**config.mk**
```make
export PLATFORM = sky130hd
export DESIGN_NAME = uart_tx_arbiter
export DESIGN_NICKNAME = d
export VERILOG_FILES = /design/src/rtl/uart_pkg.sv /design/src/rtl/rr_pick.sv /design/src/rtl/uart_tx_arbiter.sv
export SDC_FILE = /design/constraint.sdc
export NUM_CORES = 1
export LEC_CHECK = 0
export ABC_AREA = 1
export BUFFER_PORTS_ARGS = -buffer_cell sky130_fd_sc_hd__buf_2
export CAP_MARGIN = 20
export CORE_UTILIZATION = 47
export CTS_CLUSTER_SIZE = 40
export DETAILED_ROUTE_END_ITERATION = 8
export HOLD_SLACK_MARGIN = 0.12
export PLACE_DENSITY = 0.84
export SYNTH_ARGS = -nofsm -noshare
export SYNTH_HDL_FRONTEND = slang
export SYNTH_SLANG_ARGS = --single-unit
```
**constraint.sdc**
```tcl
create_clock -name clk -period 4.8 [get_ports clk]
set_clock_uncertainty 0.1 [all_clocks]
set_input_delay 0.24 -clock clk [delete_from_list [all_inputs] [get_ports clk]]
set_output_delay 0.24 -clock clk [all_outputs]
set_load 0.03 [all_outputs]
```
**src/rtl/uart_pkg.sv**
```systemverilog
// Purpose:      shared types and constants for the UART transmit path.
// Latency:      n/a (declarations only).
// Backpressure: n/a (declarations only).
package uart_pkg;

    localparam int CLK_HZ       = 27000000;
    localparam int BAUD         = 115200;
    localparam int DELAY_FRAMES = 234;

    typedef enum logic [0:0] {
        ARB_IDLE,
        ARB_LOCK
    } arb_state_t;

    typedef logic [7:0] uart_byte_t;

    // Index reached by stepping 'offset' positions past 'base' in a ring of n.
    function automatic int rrIndex(input int base, input int offset, input int n);
        return (base + offset) % n;
    endfunction

endpackage

```
**src/rtl/rr_pick.sv**
```systemverilog
// Purpose:      combinational round-robin picker, first request after lastGrant wins.
// Latency:      purely combinational.
// Backpressure: none; caller decides when to register the pick.
//
// Ports:
//   reqVec    - request bits, one per requester
//   lastGrant - previous winner; the search starts one position after it
//   grantIdx  - winning index (equals lastGrant when nothing is found)
//   found     - at least one request was asserted
module rr_pick
    import uart_pkg::*;
#(
    parameter int NUM_REQ = 3,
    parameter int ID_W    = $clog2(NUM_REQ)
) (
    input  logic [NUM_REQ-1:0] reqVec,
    input  logic [ID_W-1:0]    lastGrant,
    output logic [ID_W-1:0]    grantIdx,
    output logic               found
);

    logic [ID_W-1:0] candIdx;

    // Offsets run 1..NUM_REQ so lastGrant itself is checked last; a lone
    // requester can therefore win again on consecutive packets.
    always_comb begin
        grantIdx = lastGrant;
        found    = 1'b0;
        candIdx  = lastGrant;
        for (int k = 1; k <= NUM_REQ; k++) begin
            candIdx = ID_W'(rrIndex(int'(lastGrant), k, NUM_REQ));
            if (!found && reqVec[candIdx]) begin
                found    = 1'b1;
                grantIdx = candIdx;
            end
        end
    end

endmodule

```
**src/rtl/uart_tx_arbiter.sv**
```systemverilog
// Purpose:      packet-granular round-robin share of one UART TX byte port.
// Latency:      1 arbitration cycle, then 1 cycle from byte accept to tx_valid.
// Backpressure: granted req_ready follows the output slot (free or draining).
//
// Ports:
//   clk, rst      - clock, synchronous active-high reset
//   req_valid/req_data/req_last/req_ready - per-requester byte streams
//   tx_valid/tx_data/tx_ready             - registered byte slot to serializer
//   grant_id      - current or most recent winner (round-robin pointer)
//   busy          - a packet currently owns the transmitter
//   timeout_pulse - one cycle on forced release of a stalled grant
//
// Optional: define UART_ARB_TIMEOUT_EN to release a grant whose owner has
// been idle for TIMEOUT_CYCLES cycles mid-packet.
module uart_tx_arbiter
    import uart_pkg::*;
#(
    parameter int NUM_REQ        = 3,
    parameter int ID_W           = $clog2(NUM_REQ),
    parameter int TIMEOUT_CYCLES = 27000000
) (
    input  logic                 clk,
    input  logic                 rst,
    input  logic [NUM_REQ-1:0]   req_valid,
    input  logic [8*NUM_REQ-1:0] req_data,
    input  logic [NUM_REQ-1:0]   req_last,
    output logic [NUM_REQ-1:0]   req_ready,
    output logic                 tx_valid,
    output uart_byte_t           tx_data,
    input  logic                 tx_ready,
    output logic [ID_W-1:0]      grant_id,
    output logic                 busy,
    output logic                 timeout_pulse
);

    if (NUM_REQ < 2 || NUM_REQ > 8) begin : g_badNumReq
        $error("uart_tx_arbiter: NUM_REQ must be 2..8");
    end
    if (TIMEOUT_CYCLES < 1) begin : g_badTimeout
        $error("uart_tx_arbiter: TIMEOUT_CYCLES must be >= 1");
    end

    arb_state_t      stateQ;
    arb_state_t      stateNext;
    logic [ID_W-1:0] grantQ;
    logic [ID_W-1:0] grantNext;
    logic [ID_W-1:0] pickIdx;
    logic            pickFound;
    logic            slotFree;
    logic            grantValid;
    logic            grantLast;
    logic            handshake;
    logic            timeoutHit;
    uart_byte_t      reqBytes [NUM_REQ];

    for (genvar i = 0; i < NUM_REQ; i++) begin : g_unpack
        assign reqBytes[i] = req_data[8*i +: 8];
    end

    // The slot can accept a byte when empty or when its byte leaves this cycle.
    assign slotFree   = !tx_valid || tx_ready;
    assign grantValid = req_valid[grantQ];
    assign grantLast  = req_last[grantQ];
    assign handshake  = (stateQ == ARB_LOCK) && grantValid && slotFree;

    rr_pick #(
        .NUM_REQ (NUM_REQ),
        .ID_W    (ID_W)
    ) u_pick (
        .reqVec    (req_valid),
        .lastGrant (grantQ),
        .grantIdx  (pickIdx),
        .found     (pickFound)
    );

    always_comb begin
        stateNext = stateQ;
        grantNext = grantQ;
        req_ready = '0;
        case (stateQ)
            ARB_IDLE: begin
                // Arbitration cycle: nobody is offered ready here.
                if (pickFound) begin
                    stateNext = ARB_LOCK;
                    grantNext = pickIdx;
                end
            end
            ARB_LOCK: begin
                req_ready[grantQ] = slotFree;
                if (handshake && grantLast) begin
                    stateNext = ARB_IDLE;
                end else if (timeoutHit) begin
                    // grantQ stays on the stalled owner, so the next search
                    // naturally starts just past it.
                    stateNext = ARB_IDLE;
                end
            end
            default: stateNext = ARB_IDLE;
        endcase
    end

    always_ff @(posedge clk) begin
        if (rst) begin
            stateQ   <= ARB_IDLE;
            grantQ   <= ID_W'(NUM_REQ - 1);
            tx_valid <= 1'b0;
            tx_data  <= '0;
        end else begin
            stateQ <= stateNext;
            grantQ <= grantNext;
            if (handshake) begin
                tx_valid <= 1'b1;
                tx_data  <= reqBytes[grantQ];
            end else if (tx_ready) begin
                tx_valid <= 1'b0;
            end
        end
    end

`ifdef UART_ARB_TIMEOUT_EN
    localparam int CNT_W = $clog2(TIMEOUT_CYCLES + 1);

    logic [CNT_W-1:0] idleCnt;
    logic             timeoutPulseQ;

    // Fires on the TIMEOUT_CYCLES-th consecutive idle cycle of the owner.
    assign timeoutHit = (stateQ == ARB_LOCK) && !grantValid &&
                        (idleCnt == CNT_W'(TIMEOUT_CYCLES - 1));

    always_ff @(posedge clk) begin
        if (rst) begin
            idleCnt       <= '0;
            timeoutPulseQ <= 1'b0;
        end else begin
            timeoutPulseQ <= timeoutHit;
            if (stateQ != ARB_LOCK || handshake || timeoutHit) begin
                idleCnt <= '0;
            end else if (!grantValid) begin
                idleCnt <= idleCnt + CNT_W'(1);
            end
        end
    end

    assign timeout_pulse = timeoutPulseQ;
`else
    assign timeoutHit    = 1'b0;
    assign timeout_pulse = 1'b0;
`endif

    assign grant_id = grantQ;
    assign busy     = (stateQ == ARB_LOCK);

endmodule

```
After elaboration in Yosys (flattened, before gate mapping)
Index checks and enable logic that the tools add are counted.
W data, S select, Z words.
- input bits: 33
- bits in registers: 12
- logic and storage cells: 59
- order comparisons: 6
- reduce and logical (&&, ||, !) cells: 13
- add/subtract/negate cells: 3
- bitwise logic cells: 3
- multiplexer cells: 27
- div/mod/pow operators: 3
- operator list (cell ; count):
    $mod A32 B3 Y32 const B ; 3
    $bmux W8 S2 ; 1
    $mux W8 ; 2
    $mux W1 ; 13
    $lt A2 B3 Y1 const B ; 4
    $bmux W1 S2 ; 5
    $add A2 B2 Y3 const B ; 2
    $logic_and A1 B1 Y1 ; 6
    $mux W2 ; 3
    $add A2 B1 Y3 const B ; 1
    $and A3 B3 Y3 ; 1
    $ge A3 B3 Y1 const B ; 1
    $logic_not A1 Y1 ; 3
    $mux W3 ; 1
    $not A2 Y3 ; 1
    $reduce_and A3 Y1 ; 1
    $reduce_bool A3 Y1 ; 1
    $demux W1 S2 ; 1
    $ge A2 B1 Y1 const B ; 1
    $pmux W1 S2 ; 1
    $reduce_bool A2 Y1 ; 1
    $logic_or A1 B1 Y1 ; 1
    $not A1 Y1 ; 1

Logic depth before layout (Yosys ltp)
Gate-level depths: netlist of the first run.
- depth after elaboration: 13
- depth in mapped cells: 14
- depth with buffers taken out: 13

Modules after synthesis
From an unflattened synthesis of the first run, not the netlist that was laid out.
- cell total of the unflattened synthesis: 154
- area total of the unflattened synthesis: 1023.5 um2
- by module, submodules not included (module ; instances ; area an instance (um2) ; cells an instance):
    uart_tx_arbiter ; 1 ; 793.3 ; 107
    rr_pick ; 1 ; 230.2 ; 47

Worst setup path before layout of the first run
No wires, ideal clock.
- path type: reg2reg
- from: reg grantQ[0] (netlist: grant_id[0])
- to: reg grantQ[1] (netlist: grant_id[1])
- library setup time: 115 ps
- cell stages (with the launch flop): 13
- arrival: 1952 ps
- setup slack: 2633 ps
- path through: dfxtp_1 -> inv_1 -> buf_2 -> ha_1 -> inv_1 -> nand2_1 -> nand2_1 -> a21oi_2 -> nand3_1 -> nand2_2 -> nor2_1 -> nand2_1 -> nand2_1
- word-level cells in the longest chain between the ends: 12
- elaborated cells on any way between the ends: 24
- classes of those cells: add/sub: 3; div: 3; mux: 12; reduce/logical: 6
- RTL lines (element ; line ; text):
    start: declaration ; uart_tx_arbiter.sv:45 ; logic [ID_W-1:0] grantQ;
    start signal: assignment ; uart_tx_arbiter.sv:105 ; grantQ <= ID_W'(NUM_REQ - 1);
    start signal: assignment ; uart_tx_arbiter.sv:110 ; grantQ <= grantNext;
    $add A2 B1 Y3 ; uart_pkg.sv:19 ; return (base + offset) % n;
    $mod A32 B3 Y32 ; uart_pkg.sv:19 ;
    $bmux W1 S2 ; rr_pick.sv:32 ; if (!found && reqVec[candIdx]) begin
    $mux W1 (not written as such) ; rr_pick.sv:32 ;
    $mux W1 ; rr_pick.sv:32 ;
    $logic_not A1 Y1 ; rr_pick.sv:32 ;
    $logic_and A1 B1 Y1 ; rr_pick.sv:32 ;
    $mux W1 ; rr_pick.sv:32 ;
    $logic_not A1 Y1 ; rr_pick.sv:32 ;
    $logic_and A1 B1 Y1 ; rr_pick.sv:32 ;
    $reduce_bool A3 Y1 (no line) / $mux W1 (equally long branches) ; n/a ;
    $reduce_and A3 Y1 (no line) ; n/a ;
Several ways; a longest one is shown, not always the timed one. The select of a mux whose other input is x is not followed.
A chain may end at the register's enable or synchronous reset.

Final worst setup path of the first run
Ends and elaborated chain as after synthesis.

==> results of run 1 <==
-- metrics by stage --
step	cell area [µm²]	setup slack, ns	power [µW]	hold slack (ns)
4_1_cts	1190	2.30	690	0.227
2_1_floorplan	923	2.63	526	0.209
6_report	1190	2.31	691	0.228
5_1_grt	1190	1.96	761	0.262
3_5_place_dp	1160	2.35	627	0.336
3_3_place_gp	1160	2.50	608	0.329
-- final timing paths --
path | startpoint | endpoint | slack [ns] | cells past startpoint
max reg2reg | grant_id[0]$_SDFFE_PP0P_ | grant_id[1]$_SDFFE_PP1P_ | 2.31 | 11
min reg2reg | tx_data[3]$_SDFFE_PP0P_ | tx_data[3]$_SDFFE_PP0P_ | 0.35 | 2
min | tx_ready | tx_valid$_SDFFE_PP0P_ | 0.23 | 4
max | grant_id[0]$_SDFFE_PP0P_ | grant_id[1]$_SDFFE_PP1P_ | 2.31 | 11
-- synthesized netlist by cell type, drive strengths merged --
master	n	area share, %
nor2	20	8.4
dfxtp	12	26
o211ai	1	0.81
nand4	1	0.68
a21oi	13	7.5
ha	5	6.8
o21ai	26	14
nor3	2	1.1
inv	24	9.8
buf	5	3.7
nand3	12	7.0
conb	1	0.41
nand2	31	13
-- sequential cells by signal (all words and copies together), names as in the netlist --
name,count
grant_id,2
tx_valid,1
tx_data,8
busy,1
-- placed cells by master (no fill, tap or decap), drive strengths merged --
cell,instances
nor2,20
buf,47
dlygate4sd3,1
o21ai,26
o211ai,1
nand4,1
nor3,2
clkbuf,3
nand2,31
nand3,12
inv,24
conb,1
dfxtp,12
ha,5
a21oi,13
-- worst max-delay path, cell delays in order (launching register included) --
cell,delay [ns]
dfxtp_1,0.61
inv_1,0.37
ha_1,0.50
inv_1,0.09
nand2_1,0.06
nand2_1,0.07
a21oi_2,0.17
nand3_1,0.14
nand2_2,0.11
nor2_1,0.05
nand2_1,0.06
nand2_1,0.05
-- timing repair --
action,in CTS,in global routing
hold endpoints to repair,3,0
gates resized for setup,0,0
hold buffers,1,0
endpoints found under the setup margin,0,0
-- cell families (layout without fill, tap and decap cells) --
kind of cell               after synthesis  count (layout)  share of synthesized area, %
and+or+nand+nor                         66              66                          30.6
DFF                                     12              12                          26.0
adders and majority gates                5               5                          6.78
AOI/OAI and AO/OA                       40              40                          22.8
other                                    1               1                         0.406
buffers and inverters                   29              75                          13.4
-- routing by layer --
layer  vias to the layer above  wire, µm  share of wire, %  global-route usage [%]
met5                         -         0                 0                       0
met4                         0        61               2.5                    14.1
met3                         8       117               4.8                       0
met2                        42      1250                51                    46.4
met1                       508      1010                41                    29.5
li1                        580         -                 -                       -
-- area by class of cell --
| type | instances | area (µm²) | area share, % |
|---|---|---|---|
| clock buffer | 3 | 22.5 | 1.89 |
| inverter | 24 | 90.1 | 7.58 |
| multi-input combinational | 112 | 559 | 47.1 |
| sequential | 12 | 240 | 20.2 |
| tap | 25 | 31.3 | 2.63 |
| timing repair buffer | 48 | 245 | 20.6 |
-- power groups by stage --
| stage | Combinational, µW | Clock [µW] | Sequential [µW] |
|---|---|---|---|
| floorplan | 301 | 0 | 225 |
| global placement | 440 | 0 | 167 |
| detailed placement | 458 | 0 | 170 |
| CTS | 460 | 62.7 | 168 |
| global route | 518 | 66.5 | 176 |
| finish | 462 | 62.2 | 167 |
==> results.tsv, run 1 <==
stage	metric	value	unit
floorplan	row cnt	15	
final_layout	utilization after layout	66.7	%
power_and_ir_drop	Max IR drop VDD	372	µV
routing	Wirelength per Cell	10.9	µm
routing	DR pass1 iterations	4	
setup_path	crit path kind	reg2reg	
final_layout	final cell count without fillers	224	
routing	vias	1138	
hold_path	HP Class	in2reg	
synth	Yosys cell types	22	
routing	vias per std cell	5.08	
power_and_ir_drop	Switch Pwr	381	µW
run_status	status	finished, final reports clean	
clocking	clock sink count	12	
synth	Synth Register Bits	12	
floorplan	DIE AREA	0.00215	mm²
clocking	worst skew pair latency	0.26	ns
synth	Post-Syn Nets	191	
clocking	clock transition at the registers of the reported paths	0.08	ns
synth	post-synthesis average cell area	6.04	µm²
clocking	CTS Buf Count	3	
sta	Max Freq	401	MHz
sta	RSZ-0062 raised after global routing	no	
sta	# setup viols final	0	
job	Max-cap violations	0	
synth	sequential area share after synthesis	26.0	%
final_layout	layout cells sized above 1	29.1	%
global_routing	global route overflow	0	
floorplan	Initial Utilization	51.8	%
final_layout	nets@finish	239	
synth	Cell Area, Synth	923	µm²
floorplan	I/O Pins	49	
place	port bufs	47	
setup_path	CP arrival	2.55	ns
power_and_ir_drop	Cell Pwr Density	581	mW/mm²
clocking	CTS Root Cell	clkbuf_4	
place	placed insts	220	
place	gpl congestion	0.951	
global_routing	total track usage	25.4	%
power_and_ir_drop	Power Internal	310	µW
global_routing	initial antenna violation count	0	
setup_path	Crit. End Element	flip-flop	
power_and_ir_drop	LEAKAGE	0.000643	µW
clocking	postcts setup bufs	0	
global_routing	largest net degree at the start of global routing	19	
clocking	CTS tree	yes	
final_layout	fill cell count	186	
power_and_ir_drop	Comb pwr share	66.9	%
final_layout	Area Overhead vs Synth	28.7	%
sta	post-layout min period	2.49	ns
clocking	CTS H-tree lvls	1	
setup_path	Worst setup SP type	flip-flop	
sta	sum of negative setup slack	0	ns
sta	Slew Limit Fails	0	
place	hpwl dp	1920	µm
synth	cell count after synthesis	153	
power_and_ir_drop	Reg power frac	24.1	%
floorplan	core area	0.00178	mm²
synth	Yosys Warn Count	0	
routing	initial DRC count	20	
power_and_ir_drop	switch share	55.2	%
sta	fin crit share	51.9	%
global_routing	first-pass GRT wire length	3980	µm
setup_path	CP required	4.86	ns
global_routing	vias in the first global route	1011	
clocking	clk buf depth	2	
floorplan	die extent in x	46.3	µm
floorplan	DIE HEIGHT	46.3	µm
routing	post-route antenna net violation count	0	
sta	Final Hold Viols	0	
routing	Post-route DRC	0	
setup_path	crit path max fanout	18	
routing	Total Wirelength	2440	µm
power_and_ir_drop	clock network power share	9.0	%
final_layout	diode count	0	
No activity file was read; power rests on OpenSTA's default activity.
==> run 2: changes to the inputs <==
- ABC_AREA: 1 -> 0
- CORE_UTILIZATION: 47 -> 46
- PLACE_DENSITY: 0.84 -> 0.81
- clock period: 4.8 -> 2.56 ns (I/O delays scaled with it)
==> run 2 against run 1 <==
Maximum frequency increased by 5.2%. Clock power rose by 150%. Critical endpoint is now tx_data[3]$_SDFFE_PP0P_. Largest power group unchanged. Largest cell class unchanged. Flip-flop and latch count unchanged. Register-to-register slack got worse by 2.1 ns.
==> results.tsv, run 2 <==
stage	metric	value	unit
synth	post-synthesis compound-gate area fraction	32.1	%
global_routing	global route overflow	0	
final_layout	commonest non-fill, non-tap cell in the layout	buf_2	
setup_path	Crit. End Element	flip-flop	
place	hpwl dp	1890	µm
job	Max-cap violations	0	
synth	share of flip-flops with an asynchronous set or reset	0	%
synth	Yosys Warn Count	0	
final_layout	max FFs per register	8	
floorplan	I/O Pins	49	
global_routing	total track usage	25.8	%
synth	Synth Register Bits	12	
sta	Slew @ Worst Pin	0.580	ns
floorplan	DIE HEIGHT	49.0	µm
setup_path	WP buf/inv	2	
synth	top cells by count, synth	a21oi_1, mux2i_1, dfxtp_1	
synth	Synth top area share	23.6	%
sta	Slew Limit Headroom	61.4	%
routing	vias	1126	
routing	Post-route DRC	0	
clocking	CTS Buf Count	3	
sta	Slew Limit Fails	0	
sta	sum of negative setup slack	0	ns
setup_path	worst-path cell chain	buf_4, mux2i_1, o2bb2ai_4, a21oi_1, a311oi_1, dlygate4sd3_1	
sta	Max Freq	422	MHz
synth	cell count after synthesis	120	
synth	Yosys cell types	38	
global_routing	vias in the first global route	1085	
synth	Post-Syn Nets	158	
power_and_ir_drop	Cell Pwr Density	1090	mW/mm²
synth	dominant combinational cell family by area after synthesis	compound AO/OA/AOI/OAI gates	
setup_path	Crit path largest cell delay	0.60	ns
power_and_ir_drop	Switch Pwr	750	µW
routing	uppermost routed layer	met4	
floorplan	die extent in x	49.0	µm
hold_path	HP Class	in2reg	
sta	post-layout min period	2.37	ns
routing	met1 wire length	1120	µm
power_and_ir_drop	LEAKAGE	0.000676	µW
power_and_ir_drop	switch share	50.4	%
power_and_ir_drop	Power Internal	738	µW
final_layout	Area Overhead vs Synth	34.4	%
clocking	clk buf depth	2	
clocking	clock transition at the registers of the reported paths	0.08	ns
setup_path	Worst setup SP type	flip-flop	
clocking	postcts setup bufs	0	
synth	XOR/XNOR Fraction of Synth Area	0	%
sta	RSZ-0062 raised after global routing	no	
synth	simple-gate share of the synthesized area	13.1	%
synth	post-synthesis adder-cell area fraction	6.16	%
setup_path	critical path's slowest cell	dlygate4sd3_1	
setup_path	crit path max fanout	18	
final_layout	Biggest register	tx_data	
final_layout	nets@finish	212	
routing	Total Wirelength	2870	µm
place	gpl congestion	0.788	
synth	mux contribution to synthesized area	14.3	%
clocking	cts repair resizes	0	
final_layout	Reg area	240	µm²
synth	Cell Area, Synth	0.00102	mm²
final_layout	most frequent cells in the layout	buf_2, a21oi_1, mux2i_1	
final_layout	fill cell count	174	
power_and_ir_drop	total power draw	1490	µW
floorplan	core area	0.00202	mm²
clocking	clock sink count	12	
routing	Met2 Wirelength	1480	µm
final_layout	diode count	0	
routing	vias per std cell	5.63	
final_layout	layout cells sized above 1	33.5	%
clocking	worst skew pair latency	0.28	ns
floorplan	Initial Utilization	50.2	%
setup_path	crit path kind	reg2reg	
sta	# setup viols final	0	
global_routing	largest net degree at the start of global routing	19	
place	port bufs	47	
synth	leading area contributor after synthesis	dfxtp_1	
synth	Main synth FF type	dfxtp_1	
final_layout	area of the multi-input gates	671	µm²
floorplan	row cnt	16	
floorplan	DIE AREA	0.00240	mm²
power_and_ir_drop	clock network power share	10.4	%
routing	initial DRC count	19	
sta	Final Hold Viols	0	
clocking	CTS Root Cell	clkbuf_4	
power_and_ir_drop	Max IR drop VDD	584	µV
power_and_ir_drop	Comb pwr share	69.3	%
routing	Wirelength per Cell	14.4	µm
synth	top cells by area, synth	dfxtp_1, mux2i_1, a21oi_1	
routing	DR pass1 iterations	4	
synth	Post-synth EDFFs	0	
global_routing	initial antenna violation count	0	
global_routing	first-pass GRT wire length	4680	µm
setup_path	CP required	2.69	ns
clocking	CTS tree	yes	
routing	post-route antenna net violation count	0	
setup_path	cell family with most CP delay	buffers and inverters	
sta	fin crit share	92.5	%
power_and_ir_drop	Reg power frac	20.3	%
clocking	CTS H-tree lvls	1	
synth	most common cell in the netlist	a21oi_1	
synth	sequential area share after synthesis	23.6	%
run_status	status	finished, final reports clean	
synth	post-synthesis average cell area	8.47	µm²
setup_path	CP arrival	2.49	ns
routing	met3 wire length	140	µm
run 2: cell types whose count changed after synthesis, sizes merged, moves of 3 or more:
cell / previous run / this run
buf: 5 / 10
inv: 24 / 5
nand2: 31 / 3
nor2: 20 / 9
o21ai: 26 / 3
and3: 0 / 3
a311oi: 0 / 10
nand3: 12 / 1
a21oi: 13 / 19
mux2i: 0 / 13
run 2: final cells by class:
| cell class | count | area share [%] |
|---|---|---|
| repair buffers | 61 | 26.8 |
| multi-input cells | 91 | 49.1 |
| clock buffers | 4 | 2.66 |
| well taps | 27 | 2.47 |
| inverters | 5 | 1.37 |
| flip-flops and latches | 12 | 17.6 |
run 2: per-layer routing:
layer,up-vias,GRT usage (%)
met5,-,0
met4,0,16.2
met3,14,5.61
met2,49,47.9
met1,510,25.7
li1,553,-
run 2: worst paths after layout:
check | end | start | slack, ns | cells after the start
hold reg to reg | tx_data[2]$_SDFFE_PP0P_ | tx_data[2]$_SDFFE_PP0P_ | 0.42 | 2
setup / recovery | tx_data[3]$_SDFFE_PP0P_ | grant_id[1]$_SDFFE_PP1P_ | 0.19 | 6
setup reg to reg | tx_data[3]$_SDFFE_PP0P_ | grant_id[1]$_SDFFE_PP1P_ | 0.19 | 6
hold / removal | busy$_SDFF_PP0_ | req_last[0] | 0.15 | 4
run 2: timing repair:
item / 4_1_cts / 5_1_grt
setup endpoints to repair: 0 / 0
hold buffers: 10 / 0
hold endpoints to repair: 10 / 0
run 2: through the flow:
stage / area (µm²) / util, % / setup slack (ns) / hold WS, ns / std cells
3_5_place_dp: 1230 / 60.8 / 0.474 / 0.362 / 186
2_1_floorplan: 1020 / - / 0.208 / 0.100 / 120
6_report: 1370 / 67.5 / 0.192 / 0.148 / 200
4_1_cts: 1370 / 67.5 / 0.312 / 0.144 / 200
5_1_grt: 1370 / 67.5 / 0.0977 / 0.159 / 200
3_3_place_gp: 1230 / 60.8 / 0.556 / 0.355 / 186
run 2: kinds of logic after synthesis:
logic type / after synthesis
other: 1
AOI/OAI and AO/OA: 45
adders and majority gates: 5
and+or+nand+nor: 26
muxes: 14
DFF: 12
buffers and inverters: 17
run 2: power by group through the flow:
stage / clock network (µW) / registers, µW / logic, µW
2_1_floorplan: 0 / 417 / 713
3_3_place_gp: 0 / 298 / 965
3_5_place_dp: 0 / 302 / 993
4_1_cts: 156 / 299 / 1010
5_1_grt: 164 / 310 / 1120
6_report: 155 / 302 / 1030
run 2: worst register-to-register path, delay by kind of cell, from the launching register on:
family | cells | cell delay [ns]
DFF | 1 | 0.46
AOI/OAI and AO/OA | 3 | 0.80
muxes | 1 | 0.12
buffers and inverters | 2 | 0.83
